## config.mk

```make
export PLATFORM = sky130hd
export DESIGN_NAME = fc_argmax_reader
export DESIGN_NICKNAME = d
export VERILOG_FILES = /design/src/rtl/fc_pkg.sv /design/src/rtl/fc_max_cmp.sv /design/src/rtl/fc_argmax_reader.sv
export SDC_FILE = /design/constraint.sdc
export NUM_CORES = 1
export LEC_CHECK = 0
export CORE_MARGIN = 5
export CORE_UTILIZATION = 55
export DETAILED_ROUTE_END_ITERATION = 8
export GPL_TIMING_DRIVEN = 0
export PLACE_DENSITY = 0.8
export SLEW_MARGIN = 20
export SYNTH_ARGS = -nofsm -noshare
export SYNTH_HDL_FRONTEND = slang
export SYNTH_SLANG_ARGS = --single-unit
```

## constraint.sdc

```tcl
create_clock -name clk -period 6.2 [get_ports clk]
set_clock_uncertainty 0.1 [all_clocks]
set_input_delay 1.24 -clock clk [delete_from_list [all_inputs] [get_ports clk]]
set_output_delay 1.24 -clock clk [all_outputs]
set_load 0.05 [all_outputs]
```

## src/rtl/fc_pkg.sv

```systemverilog
// Shared types and defaults for the fully-connected output stage.
// Holds score/vector sizing defaults and the argmax reader state encoding.
package fc_pkg;

    localparam int ACC_WIDTH_DEF   = 32;
    localparam int NUM_OUTPUTS_DEF = 10;

    typedef enum logic [1:0] {
        IDLE = 2'd0,
        SCAN = 2'd1,
        DONE = 2'd2
    } fc_state_e;

endpackage

```

## src/rtl/fc_max_cmp.sv

```systemverilog
// Signed compare-and-select: keeps the incumbent on ties so the
// lowest index wins; reusable by later pooling stages.
module fc_max_cmp #(
    parameter int W  = 32,
    parameter int IW = 4
) (
    input  logic signed [W-1:0]  i_best_val,
    input  logic        [IW-1:0] i_best_idx,
    input  logic signed [W-1:0]  i_cand_val,
    input  logic        [IW-1:0] i_cand_idx,
    output logic signed [W-1:0]  o_sel_val,
    output logic        [IW-1:0] o_sel_idx,
    output logic                 o_replace
);

    assign o_replace = i_cand_val > i_best_val;
    assign o_sel_val = o_replace ? i_cand_val : i_best_val;
    assign o_sel_idx = o_replace ? i_cand_idx : i_best_idx;

endmodule

```

## src/rtl/fc_argmax_reader.sv

```systemverilog
// Captures the FC score vector on finish, scans it serially and reports argmax.
// Define FC_SCORE_STREAM_EN to expose each scanned score on a valid/ready port.
module fc_argmax_reader
    import fc_pkg::*;
#(
    parameter int ACC_WIDTH   = ACC_WIDTH_DEF,
    parameter int NUM_OUTPUTS = NUM_OUTPUTS_DEF,
    parameter int IDX_WIDTH   = $clog2(NUM_OUTPUTS)
) (
    input  logic                         clk,
    input  logic                         rst_n,
    input  logic                         finish,
    input  logic [NUM_OUTPUTS*ACC_WIDTH-1:0] out_vec_flat,
    output logic [IDX_WIDTH-1:0]         class_idx,
    output logic [ACC_WIDTH-1:0]         max_score,
    output logic                         done,
    output logic                         busy,
`ifdef FC_SCORE_STREAM_EN
    output logic                         score_valid,
    input  logic                         score_ready,
    output logic [ACC_WIDTH-1:0]         score_data,
    output logic [IDX_WIDTH-1:0]         score_idx,
`endif
    output logic                         overrun
);

    localparam logic [IDX_WIDTH-1:0] LAST = IDX_WIDTH'(NUM_OUTPUTS - 1);

    fc_state_e r_state;
    fc_state_e w_next;

    logic [NUM_OUTPUTS-1:0][ACC_WIDTH-1:0] r_buf;
    logic [ACC_WIDTH-1:0] r_best_val;
    logic [IDX_WIDTH-1:0] r_best_idx;
    logic [IDX_WIDTH-1:0] r_ptr;
    logic [IDX_WIDTH-1:0] r_class_idx;
    logic [ACC_WIDTH-1:0] r_max_score;
    logic                 r_done;
    logic                 r_overrun;

    logic [ACC_WIDTH-1:0] w_cand;
    logic [ACC_WIDTH-1:0] w_sel_val;
    logic [IDX_WIDTH-1:0] w_sel_idx;
    logic                 w_replace;
    logic                 w_step;
    logic [IDX_WIDTH-1:0] w_ptr_start;

    assign w_cand = r_buf[r_ptr];

`ifdef FC_SCORE_STREAM_EN
    // Streaming starts at index 0; comparing score0 with itself is a no-op.
    assign w_step      = score_ready;
    assign w_ptr_start = '0;
    assign score_valid = (r_state == SCAN);
    assign score_data  = w_cand;
    assign score_idx   = r_ptr;
`else
    assign w_step      = 1'b1;
    assign w_ptr_start = IDX_WIDTH'(1);
`endif

    fc_max_cmp #(
        .W  (ACC_WIDTH),
        .IW (IDX_WIDTH)
    ) u_cmp (
        .i_best_val (r_best_val),
        .i_best_idx (r_best_idx),
        .i_cand_val (w_cand),
        .i_cand_idx (r_ptr),
        .o_sel_val  (w_sel_val),
        .o_sel_idx  (w_sel_idx),
        .o_replace  (w_replace)
    );

    always_ff @(posedge clk or negedge rst_n) begin
        if (!rst_n) begin
            r_state <= IDLE;
        end else begin
            r_state <= w_next;
        end
    end

    always_comb begin
        w_next = r_state;
        unique case (r_state)
            IDLE:    if (finish) w_next = SCAN;
            SCAN:    if (w_step && (r_ptr == LAST)) w_next = DONE;
            DONE:    w_next = IDLE;
            default: w_next = IDLE;
        endcase
    end

    always_ff @(posedge clk or negedge rst_n) begin
        if (!rst_n) begin
            r_buf       <= '0;
            r_best_val  <= '0;
            r_best_idx  <= '0;
            r_ptr       <= '0;
            r_class_idx <= '0;
            r_max_score <= '0;
            r_done      <= 1'b0;
            r_overrun   <= 1'b0;
        end else begin
            r_done <= 1'b0;
            if (finish && (r_state != IDLE)) begin
                r_overrun <= 1'b1;
            end
            unique case (r_state)
                IDLE: begin
                    if (finish) begin
                        r_buf      <= out_vec_flat;
                        r_best_val <= out_vec_flat[ACC_WIDTH-1:0];
                        r_best_idx <= '0;
                        r_ptr      <= w_ptr_start;
                    end
                end
                SCAN: begin
                    if (w_step) begin
                        r_best_val <= w_sel_val;
                        r_best_idx <= w_sel_idx;
                        r_ptr      <= r_ptr + IDX_WIDTH'(1);
                    end
                end
                DONE: begin
                    r_class_idx <= r_best_idx;
                    r_max_score <= r_best_val;
                    r_done      <= 1'b1;
                end
                default: ;
            endcase
        end
    end

    assign class_idx = r_class_idx;
    assign max_score = r_max_score;
    assign done      = r_done;
    assign busy      = (r_state != IDLE);
    assign overrun   = r_overrun;

endmodule

```

==> run summary <==
Post-CTS setup buffers - 0
Ys async rst share - 100%
Hold Buf Count CTS - 0
Area of the mapped netlist - 0.0183 mm2
Buffers on Ports - 361
DRC viols - 0
Worst skew pair latency - 0.54 ns
Clock sinks - 400
# setup viols final - 0
Global route overflow - 0
Largest net degree at the start of global routing - 101
Lkg Pwr - 10.4 nW
I/O pin cnt - 362
Per-cell routed wire length - 25.0 um
Area Growth Syn to Fin - 31.6%
Power, Total - 14.3 mW
CTS tree - done
Pre-antenna DRT Iters - 5
Rel. slew slack - 30.2%
Fill count - 2194
Cells after DPL - 2056
First-pass GRT wire length - 80.0 mm
Routed Antenna Nets - 0
Resize count post-CTS - 0
Cts bufs inserted - 43
Final period util - 84.4%
Fmax - 0.191 GHz
Peak supply drop - 0.374 mV
Vias in the first global route - 13525
Cells after synthesis - 1249
Dpl hpwl - 39.3 mm
Iteration-0 DRC Markers - 675
H-tree levels - 2
Post-synth EDFFs - 0
Final Max Tran Viols - 0
Synth unique cells - 40
Die Span Y - 193 um
Core Box Area - 0.0327 mm2
Initial antenna violation count - 9
Layout cell share with drive strength beyond 1 - 30.2%
WP data arrival - 5.58 ns
Hold/Removal Path Class - reg2reg
Syn avg cell area - 14.7 um2
Unrepaired setup endpoints after global routing - false
Root Buffer - clkbuf_16
Outcome - finished clean
CTS max path bufs - 3
Synth Net Count - 1606
Total track usage - 28.9%
Setup CP Type - reg2reg
Hold Fails Final Rpt - 0
Starting Density - 56.0%
Required @ worst endpoint - 6.55 ns
Max Cap Viol - 0
Die footprint - 0.0371 mm2
Non-Filler Instances - 2140
Synth Register Bits - 400
Most common library cell in the layout ignoring fill and taps - dfrtp_1
Vias/cell - 5.73
Rows - 66
Clk slew on worst S/H paths - 0.07 ns
Commonest cells after routing, fill and taps aside - dfrtp_1 (400), clkdlybuf4s50_1 (360), mux2_2 (326)
Startpoint Class - register
Nets@finish - 2016
Critical Path End Type - register
Sequential area share after synthesis - 54.6%
Worst-margin pin slew - 1.05 ns
Crit path time final - 5.23 ns
Primary FF master, synth - dfrtp_1
CP Max Fanout - 10
GP Congestion - 0.875
DIE WIDTH - 193 um
Syn. warnings - 0
DRT Wirelength - 53.4 mm
Cell area power density - 591 mW/mm2
Vias - 12256
-- power breakdown --
| part | switching [mW] | leakage (nW) | internal (mW) |
|---|---|---|---|
| Sequential | 0.659 | 4.80 | 3.96 |
| Clock | 1.06 | 0.744 | 1.67 |
| Combinational | 3.42 | 4.82 | 3.51 |
| Total | 5.13 | 10.4 | 9.13 |
-- final cells by class --
class                      count  area (um2)  share of cell area [%]
buffer                        83         417                    1.73
clock buffer                  58        1210                    5.03
multi-input combinational    728        7750                    32.1
inverter                      38         143                   0.591
antenna                        6        15.0                  0.0622
timing repair buffer         365        3730                    15.5
sequential                   400       10000                    41.5
tap                          442         553                    2.29
clock inverter                20         289                    1.20
-- registers in the layout, indices dropped and copies added (netlist names) --
name and flops:
r_ptr 4, r_best_idx 4, r_best_val 32, max_score 32
class_idx 4, r_state 2, r_buf 320, overrun 1
done 1
-- stage by stage --
stage               area, um2  setup slack [ns]  utilization [%]  hold slack [ns]  setup TNS, ns
CTS                     24100             0.952             73.7            0.357              0
global route            24100             0.795             73.8            0.367              0
floorplan               18300              2.31                -            0.375              0
global placement        22500            -13.63             68.8            0.342       -5436.46
finish                  24100             0.968             73.8            0.355              0
detailed placement      22600              1.03             69.1            0.344              0
-- cells by family (layout without fill, tap and decap cells) --
group                    count (synthesis)  after routing  synth area share [%]
buffers and inverters                  121            564                  3.05
AO/OA/AOI/OAI                           96             96                  3.08
AND/OR/NAND/NOR                         78             78                  1.92
multiplexers                           519            519                  34.9
adder cells (fa/ha/maj)                 34             34                  2.32
other                                    0              6                     0
flip-flops                             400            400                  54.6
XOR/XNOR                                 1              1                0.0478
-- layer usage --
layer	track usage, %	vias to the layer above	share of wire [%]
met1	36.5	6339	39
li1	-	5402	-
met5	0	-	0.069
met3	8.12	90	7.8
met2	48.9	419	50
met4	8.64	6	2.9
-- Yosys cell counts, types with 3 or more instances --
| library cell | number | share of area [%] |
|---|---|---|
| nand4_1 | 7 | 0.24 |
| a21o_1 | 3 | 0.12 |
| nor2_1 | 8 | 0.16 |
| inv_1 | 38 | 0.78 |
| a21oi_1 | 13 | 0.36 |
| buf_2 | 39 | 1.1 |
| dfrtp_1 | 400 | 55 |
| mux2i_1 | 129 | 7.0 |
| buf_1 | 11 | 0.23 |
| clkbuf_1 | 29 | 0.59 |
| nand2_1 | 44 | 0.90 |
| mux4_2 | 64 | 7.9 |
| ha_1 | 34 | 2.3 |
| mux2_2 | 326 | 20 |
| buf_12 | 3 | 0.33 |
| o22ai_1 | 32 | 1.1 |
| o21ai_0 | 35 | 0.96 |
| nand3_1 | 6 | 0.16 |
-- worst paths after layout --
check	slack, ns	end	cells after the start	from
setup / recovery	0.97	r_best_val[24]$_DFFE_PN0P_	15	r_ptr[0]$_DFFE_PN0P_
hold / removal	0.35	overrun$_DFFE_PN0P_	1	overrun$_DFFE_PN0P_
setup reg to reg	0.97	r_best_val[24]$_DFFE_PN0P_	15	r_ptr[0]$_DFFE_PN0P_
hold reg to reg	0.35	overrun$_DFFE_PN0P_	1	overrun$_DFFE_PN0P_
max in group asynchronous	4.37	r_buf[283]$_DFFE_PN0P_	3	rst_n
min in group asynchronous	0.49	r_buf[202]$_DFFE_PN0P_	1	rst_n
-- critical path: stages, from the launching register on --
cell and delay [ns]:
dfrtp_1 0.38, clkbuf_1 0.47, buf_2 0.54, mux4_2 0.57, mux2i_1 0.22, o22ai_1 0.15, ha_1 0.47, nand4_1 0.23
nor4_1 0.79, a31oi_1 0.18, and2_1 0.23, a21oi_1 0.14, nand3_1 0.10, buf_6 0.19, buf_12 0.16, mux2i_1 0.19
Power figures use the tool's default switching activity.
